$ cat src/rtl/imem_loader_pkg.sv
// imem_loader_pkg
//   Shared types and constants for the instruction-memory program loader.
//   - state_t        : loader FSM states
//   - BYTES_PER_WORD : stream bytes per instruction word
//   - INSTR_W        : instruction word width in bits
package imem_loader_pkg;

  typedef enum logic [2:0] {
    ST_IDLE,
    ST_CLEAR,
    ST_RECV,
    ST_WRITE,
    ST_DONE
  } state_t;

  localparam int BYTES_PER_WORD = 4;
  localparam int INSTR_W        = 32;

endpackage

$ cat src/rtl/imem_loader_byte_assembler.sv
// byte_assembler
//   Packs a byte stream into 32-bit words, first byte ending up in [31:24].
//   Ports:
//     i_clk, i_rst_n : clock, asynchronous active-low reset
//     i_clear        : drop any partial word and restart at byte 0
//     i_shift        : shift i_byte in this cycle
//     i_byte         : stream byte
//     o_word_full    : the byte shifted in this cycle completes a word
//     o_word         : assembly register (complete once the 4th byte has shifted)
module byte_assembler
  import imem_loader_pkg::*;
(
  input  logic               i_clk,
  input  logic               i_rst_n,
  input  logic               i_clear,
  input  logic               i_shift,
  input  logic [7:0]         i_byte,
  output logic               o_word_full,
  output logic [INSTR_W-1:0] o_word
);

  logic [1:0]         r_cnt;
  logic [INSTR_W-1:0] r_shift;

  // Byte counter wraps naturally after the last byte of a word, so the next
  // word starts at byte 0 without an explicit clear.
  always_ff @(posedge i_clk or negedge i_rst_n) begin
    if (!i_rst_n) begin
      r_cnt   <= '0;
      r_shift <= '0;
    end else if (i_clear) begin
      r_cnt   <= '0;
      r_shift <= '0;
    end else if (i_shift) begin
      r_cnt   <= r_cnt + 2'd1;
      r_shift <= {r_shift[INSTR_W-9:0], i_byte};
    end
  end

  // Combinational so the FSM can leave RECV on the very edge that takes byte 4.
  assign o_word_full = i_shift && (r_cnt == 2'(BYTES_PER_WORD - 1));
  assign o_word      = r_shift;

endmodule

$ cat src/rtl/imem_loader.sv
// imem_loader
//   Loads a program image into instruction memory from a byte stream and
//   keeps the CPU core in reset until the image is complete.
//   Ports:
//     clk_i, rst_i              : clock, asynchronous active-low reset
//     start_i, len_i            : load request and word count (IDLE/DONE only)
//     byte_valid_i, byte_data_i : incoming stream, MSB byte first
//     byte_ready_o              : a byte is accepted this cycle when valid
//     im_we_o, im_addr_o,
//     im_wdata_o                : instruction-memory write port
//     cpu_rst_o                 : active-low CPU reset, high only after a full load
//     busy_o, done_o, err_o     : status (err_o = last start had len_i too large)
module imem_loader
  import imem_loader_pkg::*;
#(
  parameter int ADDR_W         = 5,
  parameter bit CLEAR_ON_START = 1'b1
) (
  input  logic               clk_i,
  input  logic               rst_i,
  input  logic               start_i,
  input  logic [ADDR_W:0]    len_i,
  input  logic               byte_valid_i,
  input  logic [7:0]         byte_data_i,
  output logic               byte_ready_o,
  output logic               im_we_o,
  output logic [ADDR_W-1:0]  im_addr_o,
  output logic [INSTR_W-1:0] im_wdata_o,
  output logic               cpu_rst_o,
  output logic               busy_o,
  output logic               done_o,
  output logic               err_o
);

  localparam logic [ADDR_W:0]   LP_DEPTH     = {1'b1, {ADDR_W{1'b0}}};
  localparam logic [ADDR_W-1:0] LP_LAST_ADDR = '1;

  state_t             r_state;
  logic               r_ready;
  logic               r_we;
  logic [ADDR_W-1:0]  r_addr;
  logic               r_cpu_rst;
  logic               r_busy;
  logic               r_done;
  logic               r_err;
  logic [ADDR_W:0]    r_len;
  // One bit wider than the address so a full-depth load compares without wrapping.
  logic [ADDR_W:0]    r_word_cnt;

  logic               w_start_ok;
  logic               w_accept;
  logic               w_word_full;
  logic [INSTR_W-1:0] w_word;
  logic [ADDR_W:0]    w_word_cnt_nxt;

  assign w_start_ok     = start_i && ((r_state == ST_IDLE) || (r_state == ST_DONE))
                          && (len_i <= LP_DEPTH);
  assign w_accept       = byte_valid_i && r_ready;
  assign w_word_cnt_nxt = r_word_cnt + 1'b1;

  byte_assembler u_asm (
    .i_clk       (clk_i),
    .i_rst_n     (rst_i),
    .i_clear     (w_start_ok),
    .i_shift     (w_accept),
    .i_byte      (byte_data_i),
    .o_word_full (w_word_full),
    .o_word      (w_word)
  );

  always_ff @(posedge clk_i or negedge rst_i) begin
    if (!rst_i) begin
      r_state    <= ST_IDLE;
      r_ready    <= 1'b0;
      r_we       <= 1'b0;
      r_addr     <= '0;
      r_cpu_rst  <= 1'b0;
      r_busy     <= 1'b0;
      r_done     <= 1'b0;
      r_err      <= 1'b0;
      r_len      <= '0;
      r_word_cnt <= '0;
    end else begin
      unique case (r_state)
        ST_IDLE, ST_DONE: begin
          if (start_i) begin
            r_cpu_rst <= 1'b0;
            r_done    <= 1'b0;
            if (len_i > LP_DEPTH) begin
              r_err   <= 1'b1;
              r_state <= ST_IDLE;
            end else begin
              r_err      <= 1'b0;
              r_len      <= len_i;
              r_word_cnt <= '0;
              r_addr     <= '0;
              if (CLEAR_ON_START) begin
                r_state <= ST_CLEAR;
                r_we    <= 1'b1;
                r_busy  <= 1'b1;
              end else if (len_i == '0) begin
                r_state   <= ST_DONE;
                r_cpu_rst <= 1'b1;
                r_done    <= 1'b1;
              end else begin
                r_state <= ST_RECV;
                r_ready <= 1'b1;
                r_busy  <= 1'b1;
              end
            end
          end
        end

        ST_CLEAR: begin
          if (r_addr == LP_LAST_ADDR) begin
            r_we   <= 1'b0;
            r_addr <= '0;
            if (r_len == '0) begin
              r_state   <= ST_DONE;
              r_busy    <= 1'b0;
              r_cpu_rst <= 1'b1;
              r_done    <= 1'b1;
            end else begin
              r_state <= ST_RECV;
              r_ready <= 1'b1;
            end
          end else begin
            r_addr <= r_addr + 1'b1;
          end
        end

        ST_RECV: begin
          if (w_accept && w_word_full) begin
            r_state <= ST_WRITE;
            r_ready <= 1'b0;
            r_we    <= 1'b1;
            r_addr  <= r_word_cnt[ADDR_W-1:0];
          end
        end

        ST_WRITE: begin
          r_we       <= 1'b0;
          r_word_cnt <= w_word_cnt_nxt;
          if (w_word_cnt_nxt == r_len) begin
            r_state   <= ST_DONE;
            r_busy    <= 1'b0;
            r_cpu_rst <= 1'b1;
            r_done    <= 1'b1;
          end else begin
            r_state <= ST_RECV;
            r_ready <= 1'b1;
          end
        end

        default: r_state <= ST_IDLE;
      endcase
    end
  end

  assign byte_ready_o = r_ready;
  assign im_we_o      = r_we;
  assign im_addr_o    = r_addr;
  // Data is zero everywhere except WRITE, which covers the clear pass too;
  // in WRITE the assembly register already holds the finished word.
  assign im_wdata_o   = (r_state == ST_WRITE) ? w_word : '0;
  assign cpu_rst_o    = r_cpu_rst;
  assign busy_o       = r_busy;
  assign done_o       = r_done;
  assign err_o        = r_err;

endmodule

$ cat config.mk
export PLATFORM = sky130hd
export DESIGN_NAME = imem_loader
export DESIGN_NICKNAME = d
export VERILOG_FILES = /design/src/rtl/imem_loader_pkg.sv /design/src/rtl/imem_loader_byte_assembler.sv /design/src/rtl/imem_loader.sv
export SDC_FILE = /design/constraint.sdc
export NUM_CORES = 1
export LEC_CHECK = 0
export BUFFER_PORTS_ARGS = -buffer_cell sky130_fd_sc_hd__clkbuf_2
export CAP_MARGIN = 20
export CELL_PAD_IN_SITES_DETAIL_PLACEMENT = 0
export CELL_PAD_IN_SITES_GLOBAL_PLACEMENT = 1
export CORE_AREA = 3 3 70 121
export DETAILED_ROUTE_END_ITERATION = 8
export DIE_AREA = 0 0 73 124
export GPL_TIMING_DRIVEN = 0
export PLACE_DENSITY_LB_ADDON = 0.1
export SLEW_MARGIN = 10
export SYNTH_ARGS = -nofsm -noshare
export SYNTH_HDL_FRONTEND = slang
export SYNTH_SLANG_ARGS = --single-unit
$ cat constraint.sdc
create_clock -name clk_i -period 2.6 [get_ports clk_i]
set_input_delay 0.26 -clock clk_i [delete_from_list [all_inputs] [get_ports clk_i]]
set_output_delay 0.26 -clock clk_i [all_outputs]
set_load 0.1 [all_outputs]
After elaboration in Yosys (flattened, before gate mapping)
Cells that the tools add are included.

Input bits: 18. Register bits: 59. Word-level logic and storage cells: 96. Output and inout port bits: 43.

$add $sub $neg: 3. Equality and inequality tests: 15. Reductions and logical operators: 24. Bitwise operators: 1. Magnitude comparators: 2. Muxes and demuxes: 40.

Operators by type and width (number): two-way mux 32 bit (3); two-way mux 5 bit (4); two-way mux 1 bit (17); != test 2 bit (second input constant) (8); two-way mux 3 bit (5); case mux 5 bit (3 select lines) (1); AND reduction 5 bit (3); two-way mux 6 bit (2); case mux 3 bit (4 select lines) (1); case mux 6 bit (2 select lines) (1); case mux 1 bit (3 select lines) (3); AND reduction 3 bit (3); nonzero test 3 bit (3); adder 6 x 1 -> 6 bit (second input constant) (1); == test 3 x 2 -> 1 bit (second input constant) (2); == test 6 bit (1); > comparator 6 bit (second input constant) (1); <= comparator 6 bit (second input constant) (1); logical NOT 6 bit (1); AND reduction 6 bit (1); adder 5 x 1 -> 5 bit (second input constant) (1); == test 5 bit (second input constant) (1); logical AND 1 bit (5); two-way mux 2 bit (2); other kinds (13) (14).

Depth between registers and ports, before layout
Gate-level depths: netlist (run 1).

Word-level depth: 5. Depth in mapped cells: 8. Depth with buffers taken out: 7.

Cells and area by module
A second synthesis (run 1) with hierarchy kept.

Cell total of the unflattened synthesis: 305. Area total of the unflattened synthesis: 3108.0 um^2.

By module, submodules not included: imem_loader (cells each 193, sequential area each 625.6 um^2, area each 1680.4 um^2, instances 1); byte_assembler (cells each 112, sequential area each 850.8 um^2, area each 1427.6 um^2, instances 1).

Worst setup path before layout (run 1)
No wires, ideal clock.

Kind: register to register. Start: register r_addr[0] (netlist: im_addr_o[0]). End: register r_state[2]. Library setup time: 118 ps. Slack: 81 ps. Data required time: 2482 ps. Cell stages (with the launch flop): 8. Data arrival time: 2401 ps. Cells stage by stage: dfrtp_1 > ha_1 > and3_1 > ha_1 > nand2b_1 > o21ai_0 > mux2_2 > a21o_1.

Longest elaborated chain between the ends: 3.

Ends and longest elaborated chain: start, declared (line imem_loader.sv:41) `logic [ADDR_W-1:0] r_addr;`; start signal, assigned (line imem_loader.sv:128) `r_addr <= r_addr + 1'b1;`; start signal, assigned (line imem_loader.sv:137) `r_addr <= r_word_cnt[ADDR_W-1:0];`; == test 5 bit (line imem_loader.sv:115) `if (r_addr == LP_LAST_ADDR) begin`; != test 2 bit (no source line); AND reduction 3 bit (no source line); end signal, assigned (line imem_loader.sv:119) `r_state <= ST_DONE;`; end signal, assigned (line imem_loader.sv:124) `r_state <= ST_RECV;`; end signal, assigned (line imem_loader.sv:134) `r_state <= ST_WRITE;`; end, declared (line imem_loader.sv:38) `state_t r_state;`.

No other way between the ends. A chain may end at the register's enable or synchronous reset.

Worst setup path in the final report (run 1)
Start: register r_state[2]. End: output im_wdata_o[1].

Longest elaborated chain between the ends: 2.

Ends and longest elaborated chain: start signal, assigned (line imem_loader.sv:73) `r_state <= ST_IDLE;`; start signal, assigned (line imem_loader.sv:91) `r_state <= ST_IDLE;`; start signal, assigned (line imem_loader.sv:98) `r_state <= ST_CLEAR;`; == test 3 x 2 -> 1 bit (line imem_loader.sv:165) `assign im_wdata_o = (r_state == ST_WRITE) ? w_word : '0;`; two-way mux 32 bit (line imem_loader.sv:165); end, declared (line imem_loader.sv:28) `output logic [INSTR_W-1:0] im_wdata_o,`.

No other way between the ends.

==> results of run 1 <==
-- worst max-delay path by stage --
| stage | from | to | slack, ns | cells after the start |
|---|---|---|---|---|
| 3_5_place_dp | im_addr_o[0] | r_state[2] | 0.38 | 7 |
| 4_1_cts | r_state[0] | im_wdata_o[10] | 0.06 | 4 |
| 6_report | r_state[2] | im_wdata_o[1] | 0.14 | 5 |
| 2_1_floorplan | im_addr_o[0] | r_state[2] | 0.08 | 7 |
| 5_1_grt | r_state[2] | im_wdata_o[1] | 0.001 | 5 |
| 3_3_place_gp | im_addr_o[0] | r_state[2] | 0.38 | 7 |
-- flip-flops by register name, indices dropped and copies added, names as in the netlist --
register / flops
busy_o: 1
byte_ready_o: 1
done_o: 1
err_o: 1
im_addr_o: 5
im_we_o: 1
r_len: 6
r_state: 3
r_word_cnt: 6
u_asm.o_word: 32
u_asm.r_cnt: 2
-- cell type report --
| type | count | area, µm² | share of cell area |
|---|---|---|---|
| well taps | 88 | 110 | 0.0289 |
| inverters | 1 | 3.75 | 0.000986 |
| clock buffers | 11 | 243 | 0.0638 |
| plain buffers | 25 | 164 | 0.0431 |
| flip-flops and latches | 59 | 1480 | 0.388 |
| clock inverters | 5 | 52.6 | 0.0138 |
| repair buffers | 62 | 340 | 0.0894 |
| multi-input cells | 251 | 1420 | 0.372 |
-- what timing repair did --
action	4_1_cts	5_1_grt
endpoints found under the setup margin	0	20
resized for setup	0	2
hold buffers	1	0
hold endpoints to repair	17	0
-- power groups by stage --
stage                     registers, W  clock network, W  logic, W
final                          0.00137           0.00117   0.00114
after global routing           0.00140           0.00124   0.00126
after CTS                      0.00137           0.00119   0.00115
after detailed placement       0.00139                 0   0.00115
after global placement         0.00138                 0   0.00112
after floorplan                0.00159                 0  0.000610
-- metal layers --
| metal | part of all wire | routed length (µm) | up-vias | global-route usage |
|---|---|---|---|---|
| met5 | 0 | 0 | - | 0 |
| met4 | 0.020 | 170 | 0 | 0.0797 |
| met3 | 0.032 | 267 | 12 | 0.0468 |
| met2 | 0.56 | 4730 | 54 | 0.374 |
| met1 | 0.38 | 3240 | 1279 | 0.212 |
| li1 | - | - | 1310 | - |
-- worst max-delay path: stages (launching register included) --
cell and delay, ns:
dfrtp_1 0.47, nor2b_1 0.13, buf_2 0.23, clkbuf_1 0.35, and3_1 0.23, clkbuf_2 0.46
-- per-stage QoR --
step	setup WS, ns	power, W	utilization	instances
floorplan	0.0807	0.00221	-	336
global placement	0.378	0.00250	0.455	484
detailed placement	0.382	0.00253	0.459	485
CTS	0.0603	0.00372	0.499	502
global route	0.00127	0.00390	0.500	502
finish	0.135	0.00368	0.500	502
-- cell families (layout without fill, tap and decap cells) --
group | count (synthesis) | count (layout)
compound gates | 80 | 80
xor+xnor | 8 | 8
fa+ha+maj | 4 | 4
buf+inv | 26 | 104
flops | 59 | 59
mux | 7 | 7
simple gates | 152 | 152
-- placed cells by master (no fill, tap or decap), drive strengths merged, types with 2 or more instances in the layout --
| cell type | count |
|---|---|
| nor3 | 2 |
| xnor2 | 5 |
| o31ai | 2 |
| nand2 | 82 |
| nor2 | 10 |
| clkbuf | 89 |
| a21o | 2 |
| nand3 | 6 |
| ha | 4 |
| a22oi | 2 |
| and3 | 34 |
| nand2b | 3 |
| and4 | 2 |
| clkinv | 3 |
| mux2 | 7 |
| a31oi | 3 |
| a21oi | 40 |
| xor2 | 3 |
| nor3b | 3 |
| dfrtp | 59 |
| buf | 8 |
| nor2b | 2 |
| and2 | 4 |
| o21ai | 21 |
==> flow_summary.toml, run 1 <==
[floorplan]
start_util = 0.401
chipHeight_um = 124
core.rowCount = 42
core_area_um2 = 7620
die_w_um = 73
die_area_um2 = 9050
ioPinCount = 61

[timing]
period_share = 0.948
fin_crit_ns = 2.46
finClkSkew_ns = 0.00535
fmax_mhz = 406
rsz0062_at_grt = "no"
maxSlewHeadroom = 0.610
slew_viol_final = 0
holdWs_ns = 0.154
finalSetupTns_ns = 0
max_slew.worst_pin.slew_ns = 0.585
hold_violations = 0
setup_viol = 0

[global_routing]
grt_pass1_vias = 2664
grt_antenna_before_repair = 0
grt_max_degree = 43
grt_remaining_overflow = 0
grt_util_all_layers = 0.201
grt_first_pass_wirelength_um = 13700

[logic_synthesis]
muxShareOfSynthArea = 0.0258
ys_ff_latch = 59
seq_area_frac_synth = 0.483
yosys.cell_types.count = 45
syn_area_per_cell_um2 = 9.10
yosys-top-cells-area = "dfrtp_1 (48%), nand2_1 (10%), and3_1 (7.0%), a21oi_1 (6.4%), o21ai_0 (3.3%)"
synth_edf_count = 0
synth_top_family_by_area = "simple AND/OR/NAND/NOR gates"
syn_area_um2 = 3060
synth_nets = 358
synthTopCellsByCount = "nand2_1 (82), dfrtp_1 (59), a21oi_1 (39), and3_1 (34), o21ai_0 (20)"
synthArstFlopShare = 1.00
synth.most_common_cell = "nand2_1"
synth_compound_area_frac = 0.155
ys_warn_count = 0
synth_cells = 336
synth_ff_type = "dfrtp_1"
synth_simple_gate_area_frac = 0.243
synth_xor_area_frac = 0.0229
yosys.area.top_type = "dfrtp_1"
synth_top_area_frac = 0.483
yosys.area_share.adder = 0.0164

[pwr]
powerDensity_nw_per_um2 = 966
swShare = 0.379
power_frac_comb = 0.310
seqPwrFrac = 0.372
power.internal_w = 0.00228
ir_drop_mv = 0.705
p_leak_nw = 1.90
clkPwrFrac = 0.318
p_sw_w = 0.00139

[clocking]
clkTransAtPathRegs_ns = 0.05
clock-sinks = 59
post-cts-setup-buffers = 0
htreeDepth = 3
cts_buffers = 9
clock_latency_ns = 0.32
root_buffer = "clkbuf_16"
clock_path_buffers = 2
cts_tree = "yes"

[layout]
drive_above_1_share = 0.249
areaGrowthSynthToFinish_pct = 24.4
diodes = 0
num-nets-final = 431
fin_area_um2 = 3810
num-fill-cells = 758

[flow_run]
drv_cap = 0

[route]
avgViaCountPerCell = 5.29
wl_um = 8410
via_count = 2655
drc = 0
drt_first_pass_iters = 4
drtIter0Drc = 146
ant_nets = 0
wl_per_cell_um = 16.7

[status]
outcome = "completed"

[placement]
dpl-instance-area_um2 = 3500
globalplace.congestion = 0.786
post-dp-hpwl_um = 6260
portBuffers = 60

[setup_path]
ff2ff_path_depth = 7
timing.rr.end = "r_state[2]"
cp.required_ns = 2.34
worstSetupPathType = "reg -> out"
cp-start-kind = "flop"
crit_fanout = 10
endpoint_kind = "output port"
crit-reg2reg-launch = "im_addr_o[0]"
arrival_ns = 2.20
rrSetupSlack_ns = 0.37

[hold_path]
holdCritStartpoint = "byte_data_i[4]"
hp-class = "in -> reg"
holdPathEnd = "u_asm.o_word[4]"
hold_depth = 3
No activity file was read; power rests on OpenSTA's default activity.
==> run 2: changes to the inputs <==
--- a/config.mk
+++ b/config.mk
@@ -6,7 +6,7 @@
 export NUM_CORES = 1
 export LEC_CHECK = 0
 export BUFFER_PORTS_ARGS = -buffer_cell sky130_fd_sc_hd__clkbuf_2
-export CAP_MARGIN = 20
+export CAP_MARGIN = 15
 export CELL_PAD_IN_SITES_DETAIL_PLACEMENT = 0
 export CELL_PAD_IN_SITES_GLOBAL_PLACEMENT = 1
 export CORE_AREA = 3 3 70 121
==> constraint.sdc (replaced) <==
create_clock -name clk_i -period 2.7 [get_ports clk_i]
set_input_delay 0.27 -clock clk_i [delete_from_list [all_inputs] [get_ports clk_i]]
set_output_delay 0.27 -clock clk_i [all_outputs]
set_load 0.01 [all_outputs]
==> run 2 against run 1 <==
Against the previous run:
- clock power is 3% lower
- final cell count stayed put
- clock skew hardly changed
- largest power group unchanged
- non-clock buffer count stayed put
- design area hardly changed
- sequential share of layout area hardly changed
- critical endpoint is now im_wdata_o[10]
- largest cell class unchanged
==> flow_summary.toml, run 2 (synthesis gave the netlist of run 1 again) <==
[status]
outcome = "completed"

[floorplan]
die_w_um = 73
ioPinCount = 61
chipHeight_um = 124
core_area_um2 = 7620
core.rowCount = 42
start_util = 0.401
die_area_um2 = 9050

[layout]
largest_reg_flops = 32
utilization = 0.499
num-nets-final = 431
layout_commonest_cell = "nand2_1"
drive_above_1_share = 0.246
layout_common_cells = "nand2_1 (82), dfrtp_1 (59), clkbuf_2 (59), a21oi_1 (39), and3_1 (34)"
areaGrowthSynthToFinish_pct = 24.4
diodes = 0

[pwr]
p_sw_w = 0.00108
power_frac_comb = 0.253
swShare = 0.329
ir_drop_mv = 0.409
powerDensity_nw_per_um2 = 861
power.internal_w = 0.00220
clkPwrFrac = 0.345
seqPwrFrac = 0.402
p_leak_nw = 1.89

[route]
ant_nets = 0
via_count = 2642
avgViaCountPerCell = 5.26
route.met2.wl_um = 4740
routed.top_layer = "met4"
routed-wl-met3_um = 259
drt_first_pass_iters = 4
wl_um = 8400
wl_per_cell_um = 16.7
m1WireLength_um = 3210
drc = 0
drtIter0Drc = 145

[timing]
max_slew.worst_pin.slew_ns = 0.585
hold_violations = 0
slew_viol_final = 0
rsz0062_at_grt = "no"
period_share = 0.825
finalSetupTns_ns = 0
fin_crit_ns = 2.23
finClkSkew_ns = 0.00521
setup_viol = 0
fmax_mhz = 449
maxSlewHeadroom = 0.610

[clocking]
clock_path_buffers = 2
post-cts-setup-buffers = 0
clock_latency_ns = 0.33
cts_hold_buffers = 1
cts_tree = "yes"
cts_buffers = 9
clkTransAtPathRegs_ns = 0.05
clock-sinks = 59
root_buffer = "clkbuf_16"
ctsResizeCount = 0
htreeDepth = 3

[flow_run]
drv_cap = 0

[global_routing]
grt_antenna_before_repair = 0
grt_max_degree = 43
grt_first_pass_wirelength_um = 13700
grt_util_all_layers = 0.201
grt_remaining_overflow = 0
grt_pass1_vias = 2664

[setup_path]
cp-start-kind = "flop"
ff2ff_path_depth = 7
crit_fanout = 10
endpoint_kind = "output port"
rrSetupSlack_ns = 0.48
arrival_ns = 1.96
worstSetupPathType = "reg -> out"
cp.required_ns = 2.43

[hold_path]
hold_depth = 3
hp-class = "in -> reg"

[placement]
post-dp-hpwl_um = 6260
globalplace.congestion = 0.786
portBuffers = 60
run 2: stage by stage:
step / total power [W] / worst slack [ns] / instance area (µm²) / instances / hold slack, ns
global placement: 0.00214 / 0.478 / 3470 / 484 / 0.466
global route: 0.00349 / 0.327 / 3800 / 502 / 0.176
detailed placement: 0.00217 / 0.482 / 3500 / 485 / 0.203
finish: 0.00327 / 0.474 / 3800 / 502 / 0.162
CTS: 0.00331 / 0.476 / 3800 / 502 / 0.155
floorplan: 0.00186 / 0.685 / 3060 / 336 / -0.0256
run 2: final timing paths:
check	start	end
hold / removal	byte_data_i[4]	u_asm.o_word[4]
max in group asynchronous	rst_i	u_asm.o_word[16]
setup / recovery	r_state[0]	im_wdata_o[10]
setup reg to reg	im_addr_o[0]	r_state[2]
min in group asynchronous	rst_i	u_asm.o_word[28]
hold reg to reg	err_o	err_o
run 2: power by group through the flow:
stage               Sequential (W)  Clock (W)  Combinational (W)
floorplan                  0.00128          0           0.000584
global placement           0.00133          0           0.000816
detailed placement         0.00133          0           0.000839
CTS                        0.00132    0.00115           0.000843
global route               0.00135    0.00119           0.000943
finish                     0.00132    0.00113           0.000829
run 2: final cells by class:
| class | instances | area, µm² |
|---|---|---|
| inverters | 1 | 3.75 |
| fillers | 757 | 3810 |
| well taps | 88 | 110 |
| clock inverters | 5 | 52.6 |
| plain buffers | 25 | 163 |
| clock buffers | 11 | 243 |
| multi-input cells | 251 | 1420 |
| flip-flops and latches | 59 | 1480 |
| repair buffers | 62 | 340 |
run 2: layer usage:
layer,up-vias,global-route usage
li1,1311,-
met1,1269,0.212
met2,50,0.374
met3,12,0.0468
met4,0,0.0797
met5,-,0
run 2: critical path, cell delays in order (launching register included):
cell	delay [ns]
dfrtp_1	0.47
clkbuf_1	0.43
clkbuf_1	0.35
and3_1	0.24
clkbuf_2	0.13
